==> config.mk <==
export PLATFORM = sky130hd
export DESIGN_NAME = dmem_access_unit
export DESIGN_NICKNAME = d
export VERILOG_FILES = /design/src/rtl/dmem_pkg.sv /design/src/rtl/dmem_load_align.sv /design/src/rtl/dmem_access_unit.sv
export SDC_FILE = /design/constraint.sdc
export NUM_CORES = 1
export LEC_CHECK = 0
export CAP_MARGIN = 20
export CORE_ASPECT_RATIO = 1.75
export CORE_MARGIN = 5
export CORE_UTILIZATION = 35
export DETAILED_ROUTE_END_ITERATION = 6
export PLACE_DENSITY_LB_ADDON = 0.1
export SLEW_MARGIN = 20
export SYNTH_ARGS = -nofsm -noshare
export SYNTH_HDL_FRONTEND = slang
export SYNTH_SLANG_ARGS = --single-unit
==> constraint.sdc <==
create_clock -name i_clk -period 12.1 [get_ports i_clk]
set_input_delay 2.42 -clock i_clk [delete_from_list [all_inputs] [get_ports i_clk]]
set_output_delay 2.42 -clock i_clk [all_outputs]
set_load 0.05 [all_outputs]
==> src/rtl/dmem_pkg.sv <==
// Shared types and constants for the data-memory access path.
package dmem_pkg;

    // Lane masks as produced by the decoder.
    localparam logic [3:0] SIZE_BYTE = 4'b0001;
    localparam logic [3:0] SIZE_HALF = 4'b0011;
    localparam logic [3:0] SIZE_WORD = 4'b1111;

    // Access sequencer states.
    typedef enum logic [1:0] {
        IDLE   = 2'd0,
        REQ    = 2'd1,
        WAIT_R = 2'd2,
        DONE   = 2'd3
    } dmem_state_e;

    // Register write-back source codes shared with the control unit.
    typedef enum logic [1:0] {
        SRC_ALU = 2'd0,
        SRC_MEM = 2'd1,
        SRC_PC4 = 2'd2,
        SRC_IMM = 2'd3
    } reg_src_e;

    // An access is illegal when its size is unknown or it crosses its natural alignment.
    function automatic logic access_illegal(input logic [3:0] size, input logic [1:0] off);
        logic bad;
        bad = 1'b0;
        if (size == SIZE_HALF && off[0]) bad = 1'b1;
        if (size == SIZE_WORD && off != 2'b00) bad = 1'b1;
        if (size != SIZE_BYTE && size != SIZE_HALF && size != SIZE_WORD) bad = 1'b1;
        return bad;
    endfunction

endpackage

==> src/rtl/dmem_load_align.sv <==
// Load-data aligner: moves the addressed lane(s) to bit 0 and extends them.
module dmem_load_align
    import dmem_pkg::*;
(
    input  logic [31:0] i_raw,
    input  logic [1:0]  i_off,
    input  logic [3:0]  i_size,
    input  logic        i_unsigned,
    output logic [31:0] o_data
);

    logic [31:0] shifted;
    assign shifted = i_raw >> {i_off, 3'b000};

    // Sign- or zero-extend according to the access size; words pass straight through.
    always_comb begin
        o_data = shifted;
        case (i_size)
            SIZE_BYTE: o_data = {{24{~i_unsigned & shifted[7]}}, shifted[7:0]};
            SIZE_HALF: o_data = {{16{~i_unsigned & shifted[15]}}, shifted[15:0]};
            default:   o_data = shifted;
        endcase
    end

endmodule

==> src/rtl/dmem_access_unit.sv <==
// Data-memory access unit: turns one MEM-stage load/store into a req/gnt/rvalid
// bus transaction, stalling the pipeline until it completes or times out.
module dmem_access_unit
    import dmem_pkg::*;
#(
    parameter int ADDR_WIDTH     = 32,
    parameter int TIMEOUT_CYCLES = 255
) (
    input  logic                  i_clk,
    input  logic                  i_rst,
    input  logic                  i_mem_read,
    input  logic                  i_mem_write,
    input  logic [3:0]            i_d_size,
    input  logic                  i_d_unsigned,
    input  logic [ADDR_WIDTH-1:0] i_addr,
    input  logic [31:0]           i_wdata,
    output logic [31:0]           o_rdata,
    output logic                  o_stall,
    output logic                  o_misaligned,
    output logic                  o_bus_error,
    output logic                  o_mem_req,
    output logic                  o_mem_we,
    output logic [3:0]            o_mem_be,
    output logic [ADDR_WIDTH-1:0] o_mem_addr,
    output logic [31:0]           o_mem_wdata,
    input  logic                  i_mem_gnt,
    input  logic                  i_mem_rvalid,
    input  logic [31:0]           i_mem_rdata
);

    localparam logic [31:0] TO_LIM = 32'(TIMEOUT_CYCLES);

    dmem_state_e           state_q, state_d;
    logic [31:0]           cnt_q, cnt_d;
    logic [1:0]            off_q, off_d;
    logic [3:0]            size_q, size_d;
    logic                  uns_q, uns_d;
    logic [31:0]           rdata_q, rdata_d;
    logic                  bus_error_q, bus_error_d;
    logic                  req_q, req_d;
    logic                  we_q, we_d;
    logic [3:0]            be_q, be_d;
    logic [ADDR_WIDTH-1:0] addr_q, addr_d;
    logic [31:0]           wdata_q, wdata_d;

    logic        access;
    logic        illegal;
    logic        timeout_hit;
    logic [3:0]  be_calc;
    logic [31:0] load_data;

    assign access      = i_mem_read | i_mem_write;
    assign illegal     = access_illegal(i_d_size, i_addr[1:0]);
    assign timeout_hit = (TO_LIM != 32'd0) && (cnt_q == TO_LIM - 32'd1);
    assign be_calc     = i_d_size << i_addr[1:0];

    dmem_load_align u_align (
        .i_raw      (i_mem_rdata),
        .i_off      (off_q),
        .i_size     (size_q),
        .i_unsigned (uns_q),
        .o_data     (load_data)
    );

    // Next-state and next-output logic for the access sequencer.
    always_comb begin
        state_d     = state_q;
        cnt_d       = cnt_q;
        off_d       = off_q;
        size_d      = size_q;
        uns_d       = uns_q;
        rdata_d     = rdata_q;
        bus_error_d = 1'b0;
        req_d       = req_q;
        we_d        = we_q;
        be_d        = be_q;
        addr_d      = addr_q;
        wdata_d     = wdata_q;
        case (state_q)
            IDLE: begin
                if (access && !illegal) begin
                    state_d = REQ;
                    cnt_d   = 32'd0;
                    req_d   = 1'b1;
                    we_d    = i_mem_write;
                    be_d    = be_calc;
                    addr_d  = {i_addr[ADDR_WIDTH-1:2], 2'b00};
                    wdata_d = i_wdata << {i_addr[1:0], 3'b000};
                    off_d   = i_addr[1:0];
                    size_d  = i_d_size;
                    uns_d   = i_d_unsigned;
                end
            end
            REQ: begin
                if (i_mem_gnt) begin
                    req_d   = 1'b0;
                    cnt_d   = 32'd0;
                    state_d = we_q ? DONE : WAIT_R;
                end else if (timeout_hit) begin
                    req_d       = 1'b0;
                    state_d     = DONE;
                    bus_error_d = 1'b1;
                    rdata_d     = 32'd0;
                end else begin
                    cnt_d = cnt_q + 32'd1;
                end
            end
            WAIT_R: begin
                if (i_mem_rvalid) begin
                    rdata_d = load_data;
                    state_d = DONE;
                end else if (timeout_hit) begin
                    state_d     = DONE;
                    bus_error_d = 1'b1;
                    rdata_d     = 32'd0;
                end else begin
                    cnt_d = cnt_q + 32'd1;
                end
            end
            default: begin
                state_d = IDLE;
            end
        endcase
    end

    // State and registered outputs; reset aborts any transaction at once.
    always_ff @(posedge i_clk or posedge i_rst) begin
        if (i_rst) begin
            state_q     <= IDLE;
            cnt_q       <= 32'd0;
            off_q       <= 2'b00;
            size_q      <= 4'b0000;
            uns_q       <= 1'b0;
            rdata_q     <= 32'd0;
            bus_error_q <= 1'b0;
            req_q       <= 1'b0;
            we_q        <= 1'b0;
            be_q        <= 4'b0000;
            addr_q      <= '0;
            wdata_q     <= 32'd0;
        end else begin
            state_q     <= state_d;
            cnt_q       <= cnt_d;
            off_q       <= off_d;
            size_q      <= size_d;
            uns_q       <= uns_d;
            rdata_q     <= rdata_d;
            bus_error_q <= bus_error_d;
            req_q       <= req_d;
            we_q        <= we_d;
            be_q        <= be_d;
            addr_q      <= addr_d;
            wdata_q     <= wdata_d;
        end
    end

    // Stall and misalignment are combinational so the core sees them in the request cycle.
    always_comb begin
        o_stall      = 1'b0;
        o_misaligned = 1'b0;
        if (!i_rst) begin
            case (state_q)
                IDLE: begin
                    o_stall      = access & ~illegal;
                    o_misaligned = access & illegal;
                end
                REQ, WAIT_R: o_stall = 1'b1;
                default:     o_stall = 1'b0;
            endcase
        end
    end

    assign o_rdata     = rdata_q;
    assign o_bus_error = bus_error_q;
    assign o_mem_req   = req_q;
    assign o_mem_we    = we_q;
    assign o_mem_be    = be_q;
    assign o_mem_addr  = addr_q;
    assign o_mem_wdata = wdata_q;

endmodule

==> results.toml, run 1 <==
[outcome]
status = "completed"

[synth]
ys_seq_elements = 142
yosys_warnings = 0
netlist_area_um2 = 7370
syn_inst = 819
synth_top_area_share = 0.482
synth_top_area_cell = "dfrtp_1"
synth_seq_area_share = 0.482
synth_top_flop_cell = "dfrtp_1"
syn_area_per_cell_um2 = 9.00
synth_enable_flop_cells = 0
ys_types = 59
synthArstFlopShare = 1.00
yosys-top-cells-area = "dfrtp_1, nand2_1, mux2i_1"

[critical_path]
path_cells = "clkdlybuf4s50_1 > buf_4 > nor2_1 > a21oi_1 > nor3_2 > nor2_1 > nor3_1 > clkdlybuf4s50_1"
r2r-end = "cnt_q[3]"
r2r_slack_ns = 8.95
crit_family = "buffers and inverters"
arrival_ns = 5.25
start_kind = "primary input"
critPathBufInv = 3
critPathKind = "primary input to output port"
crit_fanout = 41
worstPathRequired_ns = 9.68
cp_slowest_cell = "clkdlybuf4s50_1"
r2r_cells = 7
critPathMaxStageDelay_ns = 0.83
r2r_start = "state_q[1]"
crit_path_end_kind = "output port"

[floorplanning]
fp.dieW_um = 120
io_pins = 212
coreArea_um2 = 20800
start_util = 0.354
rows = 70
die_area_um2 = 24200
die_h_um = 202

[pwr]
ir_drop_mv = 0.187
power.density_nw_per_um2 = 277
p_leak_nw = 4.38

[finish]
area_growth_pct = 39.4
drive_gt1_frac = 0.0662
final_common_cell = "nand2_1"
antennaDiodeCount = 0
finalNetCount = 1113
final_cells = 1264
layout_common_cells = "nand2_1, clkdlybuf4s50_1, dfrtp_1"

[worst_hold_path]
worstHoldStart = "size_q[0]"
hold_depth = 1
holdPathEnd = "size_q[0]"
min-delay-path-class = "register to register"

[global_routing]
antenna_found_initial = 0
grt_pass1_wl_mm = 36.3
overflow = 0
grt_pass1_vias = 6734
grt_start_max_net_pins = 99
grt_use_total = 0.189

[placed_design]
place_inst = 1232
io_buffer_count = 209
gp_congestion = 0.793
hpwl_mm = 16.6

[clocking]
cts_hold_buf = 0
clkSinkCount = 142
cts_tree = "done"
clkLatencyLatePin_ns = 0.43
cts_buffers = 17
htreeDepth = 4
root_buffer = "clkbuf_16"
cts.path.max_buffers = 2
cts_resized = 0
clk_pin_slew_worst_paths_ns = 0.06
postCtsSetupRepairBufs = 0

[route]
drc = 0
drtIter0Drc = 242
dr.pass1.iters = 4
finalWirelength_mm = 22.8
vias = 6608
vias_per_cell = 5.23
wl_per_cell_um = 18.0
ant_nets = 0

[timing]
fin_crit_sh = 0.634
period_minus_slack_ns = 7.67
setup_tns_ns = 0
skew_ns = 0.0108
whs_ns = 0.459
setup_violations = 0
slew_viol_final = 0
final_hold_viol_count = 0
fmax_mhz = 130
grt_setup_unrepaired = "no"
max_slew_margin = 0.295
tightest_slew_ns = 1.05

[run]
drv_cap = 0
## worst reg2reg max path: stages, from the launching register on
cell,delay (ns)
dfrtp_1,0.43
inv_1,0.08
ha_1,0.27
o21ai_1,0.30
nand3_2,0.79
nor2_1,0.79
buf_4,0.30
a21oi_1,0.06
## metal layers
metal / vias up / GRT usage / share of wire
met1: 3118 / 0.221 / 0.40
met3: 37 / 0.0535 / 0.062
met4: 0 / 0.0799 / 0.030
li1: 3266 / - / -
met5: - / 0 / 0
met2: 187 / 0.324 / 0.51
## cells by family after synthesis
logic type	after synthesis	synth area share
fa+ha+maj	7	0.0119
mux	44	0.0613
other cells	1	0.000509
flops	142	0.482
simple gates	356	0.227
compound gates	203	0.178
buf+inv	66	0.0397
## power by group
part | total, W | switching, W | internal (W) | leakage [nW]
Clock | 0.000599 | 0.000212 | 0.000387 | 0.320
Sequential | 0.000766 | 0.000121 | 0.000646 | 1.83
Combinational | 0.00148 | 0.000992 | 0.000491 | 2.22
## how the worst max path moves through the flow
| stage | slack (ns) | endpoint | depth (start not counted) | from |
|---|---|---|---|---|
| after floorplan | 5.06 | o_stall | 7 | i_addr[0] |
| after global placement | 4.45 | o_stall | 8 | i_addr[0] |
| after detailed placement | 4.41 | o_stall | 8 | i_addr[0] |
| after CTS | 4.39 | o_stall | 8 | i_addr[0] |
| after global routing | 4.20 | o_stall | 8 | i_addr[0] |
| final | 4.43 | o_stall | 8 | i_addr[0] |
## per-stage QoR
step	worst slack, ns	cell area, um2	utilization	power (W)
6_report	4.43	10300	0.493	0.00285
5_1_grt	4.20	10300	0.493	0.00301
4_1_cts	4.39	10300	0.493	0.00288
3_5_place_dp	4.41	9610	0.461	0.00227
3_3_place_gp	4.45	9600	0.461	0.00226
2_1_floorplan	5.06	7380	-	0.00176
## state kept, by name, indices dropped and copies added, names as in the netlist
name / count
cnt_q: 32
o_mem_wdata: 32
o_rdata: 32
o_mem_addr: 30
o_mem_be: 4
size_q: 4
off_q: 2
state_q: 2
o_bus_error: 1
o_mem_req: 1
o_mem_we: 1
uns_q: 1
## synthesized netlist by cell type (7+ instances only)
cell       count
mux2_2         9
clkbuf_1      32
dfrtp_1      142
mux2i_1       35
nor2b_1       13
a211oi_1      29
o31ai_1       31
a21oi_1       49
buf_2         11
nand2_1      218
or4_1         10
nor2_1        41
and3_1         7
o2bb2ai_1     10
o21ai_0       49
buf_1          7
nand3_1       15
a22o_1         7
nand4_1       12
ha_1           7
inv_1         10
## final cells by class
| class | instances | area, um2 |
|---|---|---|
| clock inverters | 14 | 240 |
| clock buffers | 18 | 429 |
| fillers | 1992 | 10600 |
| multi-input cells | 612 | 3550 |
| inverters | 10 | 42.5 |
| flip-flops and latches | 142 | 3550 |
| well taps | 252 | 315 |
| repair buffers | 216 | 2150 |
(Power assumes the default switching activity.)
==> run 2, diff against run 1 <==
==> constraint.sdc (replaced) <==
create_clock -name i_clk -period 8 [get_ports i_clk]
set_input_delay 1.6 -clock i_clk [delete_from_list [all_inputs] [get_ports i_clk]]
set_output_delay 1.6 -clock i_clk [all_outputs]
set_load 0.05 [all_outputs]
==> results.toml, run 2 (same netlist as run 1, synthesis figures left out) <==
[critical_path]
r2r_slack_ns = 4.87
critPathKind = "primary input to output port"
arrival_ns = 4.49
worstPathRequired_ns = 6.40
start_kind = "primary input"
crit_path_end_kind = "output port"
crit_fanout = 41

[clocking]
cts_resized = 0
cts_hold_buf = 0
postCtsSetupRepairBufs = 0
clkSinkCount = 142
cts_buffers = 17
clkLatencyLatePin_ns = 0.42
root_buffer = "clkbuf_16"
cts.path.max_buffers = 2
clk_pin_slew_worst_paths_ns = 0.06
htreeDepth = 4
cts_tree = "done"

[timing]
worst_slack_ns = 1.91
skew_ns = 0.00807
setup_tns_ns = 0
setup_violations = 0
fmax_mhz = 164
max_slew_margin = 0.321
period_minus_slack_ns = 6.09
fin_crit_sh = 0.761
grt_setup_unrepaired = "no"
final_hold_viol_count = 0
tightest_slew_ns = 1.02
slew_viol_final = 0

[floorplanning]
fp.dieW_um = 120
io_pins = 212
coreArea_um2 = 20800
start_util = 0.354
die_h_um = 202
rows = 70
die_area_um2 = 24200

[route]
vias = 6551
drc = 0
vias_per_cell = 5.18
dr.pass1.iters = 4
drtIter0Drc = 371
finalWirelength_mm = 22.9
ant_nets = 0
wl_per_cell_um = 18.1

[finish]
layout_common_cells = "nand2_1, clkdlybuf4s50_1, dfrtp_1"
final_common_cell = "nand2_1"
area_growth_pct = 38.0
finalNetCount = 1114
antennaDiodeCount = 0
utilization = 0.488
drive_gt1_frac = 0.0623
final_area_um2 = 10200

[pwr]
p_leak_nw = 4.33
ir_drop_mv = 0.216
total_power_w = 0.00418
power.density_nw_per_um2 = 411

[worst_hold_path]
min-delay-path-class = "register to register"

[global_routing]
overflow = 0
grt_pass1_vias = 6768
grt_start_max_net_pins = 99
grt_pass1_wl_mm = 36.6
grt_use_total = 0.191
antenna_found_initial = 0

[placed_design]
hpwl_mm = 16.6
dp_slack_ns = 1.93
place_area_um2 = 9610
io_buffer_count = 209
gp_congestion = 0.801

[outcome]
status = "completed"

[run]
drv_cap = 0
==> run 2: changes by cell type in the layout (fill, tap and decap cells not counted), moves of 2 or more <==
cell	previous run	this run
clkbuf_1	1	5
clkinv_2	2	4
buf_4	6	8
bufinv_16	6	2
clkbuf_8	0	2
clkinv_4	3	0
==> run 2: stage by stage <==
stage               instances  hold slack (ns)
floorplan                 820            0.425
global placement         1233            0.450
detailed placement       1233            0.451
CTS                      1264            0.467
global route             1264            0.498
finish                   1264            0.465
==> run 2: cell type report <==
class                      instances  area (um2)
timing repair buffer             217        2150
clock buffer                      24         472
inverter                          10        42.5
clock inverter                     7        87.6
fill                            2025       10700
multi-input combinational        612        3550
sequential                       142        3550
tap                              252         315
==> run 2: routing by layer <==
metal  vias to the layer above  GRT usage  share of wire
met5                         -          0              0
met4                         0     0.0741          0.031
met3                        40     0.0532          0.058
met2                       174      0.327           0.51
met1                      3079      0.225           0.41
li1                       3258          -              -
==> run 2: worst max-delay path: stages <==
cell and delay [ns]:
clkdlybuf4s50_1 0.39, buf_4 0.26, nor2_1 0.70, a21oi_1 0.25, nor3_2 0.23, nor2_1 0.06
nor3_1 0.13, clkdlybuf4s50_1 0.83
==> run 2: path summary, 6_finish.rpt <==
kind                                  from        endpoint  cells after the start
min in group asynchronous            i_rst  o_mem_addr[30]                      2
max in group asynchronous            i_rst     o_rdata[25]                      3
worst min-delay path             size_q[0]       size_q[0]                      1
worst max register to register  state_q[1]        cnt_q[2]                      7
worst min register to register   size_q[0]       size_q[0]                      1
worst max-delay path             i_addr[0]         o_stall                      8
==> run 2: report_power, final <==
part,internal (W),switching (W)
logic,0.000744,0.00152
clock network,0.000472,0.000298
registers,0.000977,0.000170
total,0.00219,0.00198
==> RTL change (config.mk and constraints of run 1) <==
Encoding of `dmem_state_e`: now one-hot (4 bits for 4 states).
--- a/src/rtl/dmem_pkg.sv
+++ b/src/rtl/dmem_pkg.sv
@@ -9,7 +9,7 @@
     // Access sequencer states.
-    typedef enum logic [1:0] {
-        IDLE   = 2'd0,
-        REQ    = 2'd1,
-        WAIT_R = 2'd2,
-        DONE   = 2'd3
+    typedef enum logic [3:0] {
+        IDLE   = 4'b0001,
+        REQ    = 4'b0010,
+        WAIT_R = 4'b0100,
+        DONE   = 4'b1000
     } dmem_state_e;
Formal check against the unedited RTL: no difference found for any inputs over 4 cycles, from zero or initial values and one cycle with i_rst high; so few cycles prove little.
==> RTL change against run 1 <==
  * Sequential cell count grew 2
  * Synthesized cell count down 1.8%
  * Register-to-register slack better by 0.04 ns
  * Final area down 1.7%
  * Utilization up 0.48 points
  * Die area decreased by 1.9%
  * Wire length down 2.9%
  * Fmax rose by 6.5%
  * Worst setup slack better by 0.47 ns
  * Area after synthesis shrank 2.0%
  * Critical endpoint is now o_misaligned
  * Largest cell class unchanged
Power is not compared: it rests on default switching activity, and its combinational part moved more than twofold at a synthesized area within 25%.
==> RTL change: results (changes against run 1) <==
Synthesis
  – Dominant cells by area after synthesis: dfrtp_1, nand2_1, mux2i_1
  – Ys Warns: 0 (unchanged)
  – Post-synthesis sequential area ratio: 49.9% (+1.7 points)
  – Number of distinct library cells after synthesis: 58 (-1.7%)
  – Async SR Flop Fraction: 100% (unchanged)
  – Post-synthesis instance total: 804 (-1.8%)
  – Commonest cells post-synth: nand2_1, dfrtp_1, a21oi_1

Clock network
  – Worst-Skew Late Latency: 0.42 ns
  – PostCTS Resize Cnt: 0 (unchanged)
  – Inserted Clock Buffers: 17 (unchanged)
  – Root Buffer: clkbuf_16
  – Clock slew at reported path FFs: 0.06 ns (about the same)
  – CTS Buffer Depth: 2 (unchanged)
  – Setup Buffers After CTS: 0 (unchanged)

Hold path
  – Hold_sp: o_mem_wdata[0]
  – Hold Crit Depth: 2 (+1)

Worst setup path
  – Cells on worst reg2reg path: 5 (-2)
  – Worst r2r src: off_q[1]
  – Arrival @ worst endpoint: 4.78 ns (-0.47 ns)
  – Worst-path fanout max: 41 (unchanged)

Place
  – DP HPWL: 15800 µm (-4.2%)
  – Dpl cells: 1219 (-1.1%)
  – Port bufs: 209 (unchanged)
  – Routability Congestion: 0.805 (+1.6%)

Global routing
  – Largest net degree at the start of global routing: 90 (-9.1%)
  – First-pass GRT wire length: 34800 µm (-4.0%)
  – Vias in the first global route: 6497 (-3.5%)
  – GRT Total Usage: 18.4% (-0.48 points)
  – Initial antenna violation count: 0 (unchanged)

Status
  – Status: complete, no violations

Route
  – Vias: 6381 (-3.4%)
  – WL/cell: 17.6 µm (-2.0%)
  – DR iter-0 viols: 221 (-8.7%)
  – Router iterations before antenna repair: 4 (unchanged)

Cells and area
  – Ratio of cells with drive above 1 in the final layout: 6.78% (+0.16 points)
  – Nets: 1099 (-1.3%)
  – FILL cells: 1917 (-3.8%)
  – Fin cells: 1252 (-0.95%)

Timing
  – Final Skew: 0.00804 ns (-0.00276 ns)
  – Relative slew margins: 28.0% (-1.5 points)
RTL change: cell count changes after synthesis, sizes merged, moves of 6 or more:
cell,run 1,this run
xnor2,0,21
o31ai,31,11
o41ai,6,0
or4,12,2
nand2,219,227
clkbuf,33,27
o21ai,50,56
o2bb2ai,10,0
nor4,7,20
a211oi,29,10
RTL change: cells by family (layout without fill, tap and decap cells):
| family | Yosys count | count (layout) | synth area share, % |
|---|---|---|---|
| AOI/OAI and AO/OA | 147 | 147 | 12.5 |
| and+or+nand+nor | 384 | 384 | 24.5 |
| DFF | 144 | 144 | 49.9 |
| other | 1 | 3 | 0.0519 |
| adders and majority gates | 2 | 2 | 0.346 |
| xor gates and xnor gates | 24 | 24 | 2.91 |
| buffers and inverters | 58 | 256 | 3.48 |
| muxes | 44 | 44 | 6.32 |
RTL change: report_power, final:
part	total [mW]	switching, mW	internal (mW)
combinational	0.560	0.361	0.199
clock	0.547	0.212	0.335
sequential	0.592	0.0471	0.545
total	1.70	0.620	1.08
RTL change: worst max-delay path: stages:
cell             delay (ns)
clkdlybuf4s50_1        0.45
buf_4                  0.38
and4b_1                0.25
a32o_1                 0.26
nor3b_1                0.19
clkdlybuf4s50_1        0.83
RTL change: through the flow:
step | util, % | cell area (µm²) | power, mW | worst slack, ns
2_1_floorplan | - | 7230 | 0.957 | 5.67
3_3_place_gp | 46.7 | 9480 | 1.16 | 4.89
3_5_place_dp | 46.7 | 9480 | 1.16 | 4.87
4_1_cts | 49.8 | 10100 | 1.72 | 4.87
5_1_grt | 49.8 | 10100 | 1.78 | 4.77
6_report | 49.8 | 10100 | 1.70 | 4.90
RTL change: per-layer routing:
metal / vias up / GRT usage, % / routed length [µm]
li1: 3131 / - / -
met1: 3030 / 21.4 / 8720
met2: 189 / 32.1 / 11400
met3: 31 / 5.36 / 1460
met4: 0 / 7.19 / 492
met5: - / 0 / 0
RTL change: path summary, 6_finish.rpt:
kind                                  end  slack [ns]
max                          o_misaligned        4.90
min                        o_mem_wdata[0]        0.47
max reg2reg                   o_rdata[29]        8.99
min reg2reg                o_mem_wdata[0]        0.47
max in group asynchronous       cnt_q[20]        8.45
min in group asynchronous   o_mem_addr[8]        2.50
RTL change: layout make-up:
type / instances / area (µm²) / area share, %
well taps: 248 / 310 / 3.07
repair buffers: 219 / 2170 / 21.5
inverters: 5 / 23.8 / 0.235
clock inverters: 13 / 163 / 1.61
flip-flops and latches: 144 / 3600 / 35.7
clock buffers: 19 / 453 / 4.48
multi-input cells: 603 / 3370 / 33.4
diodes: 1 / 2.50 / 0.0248
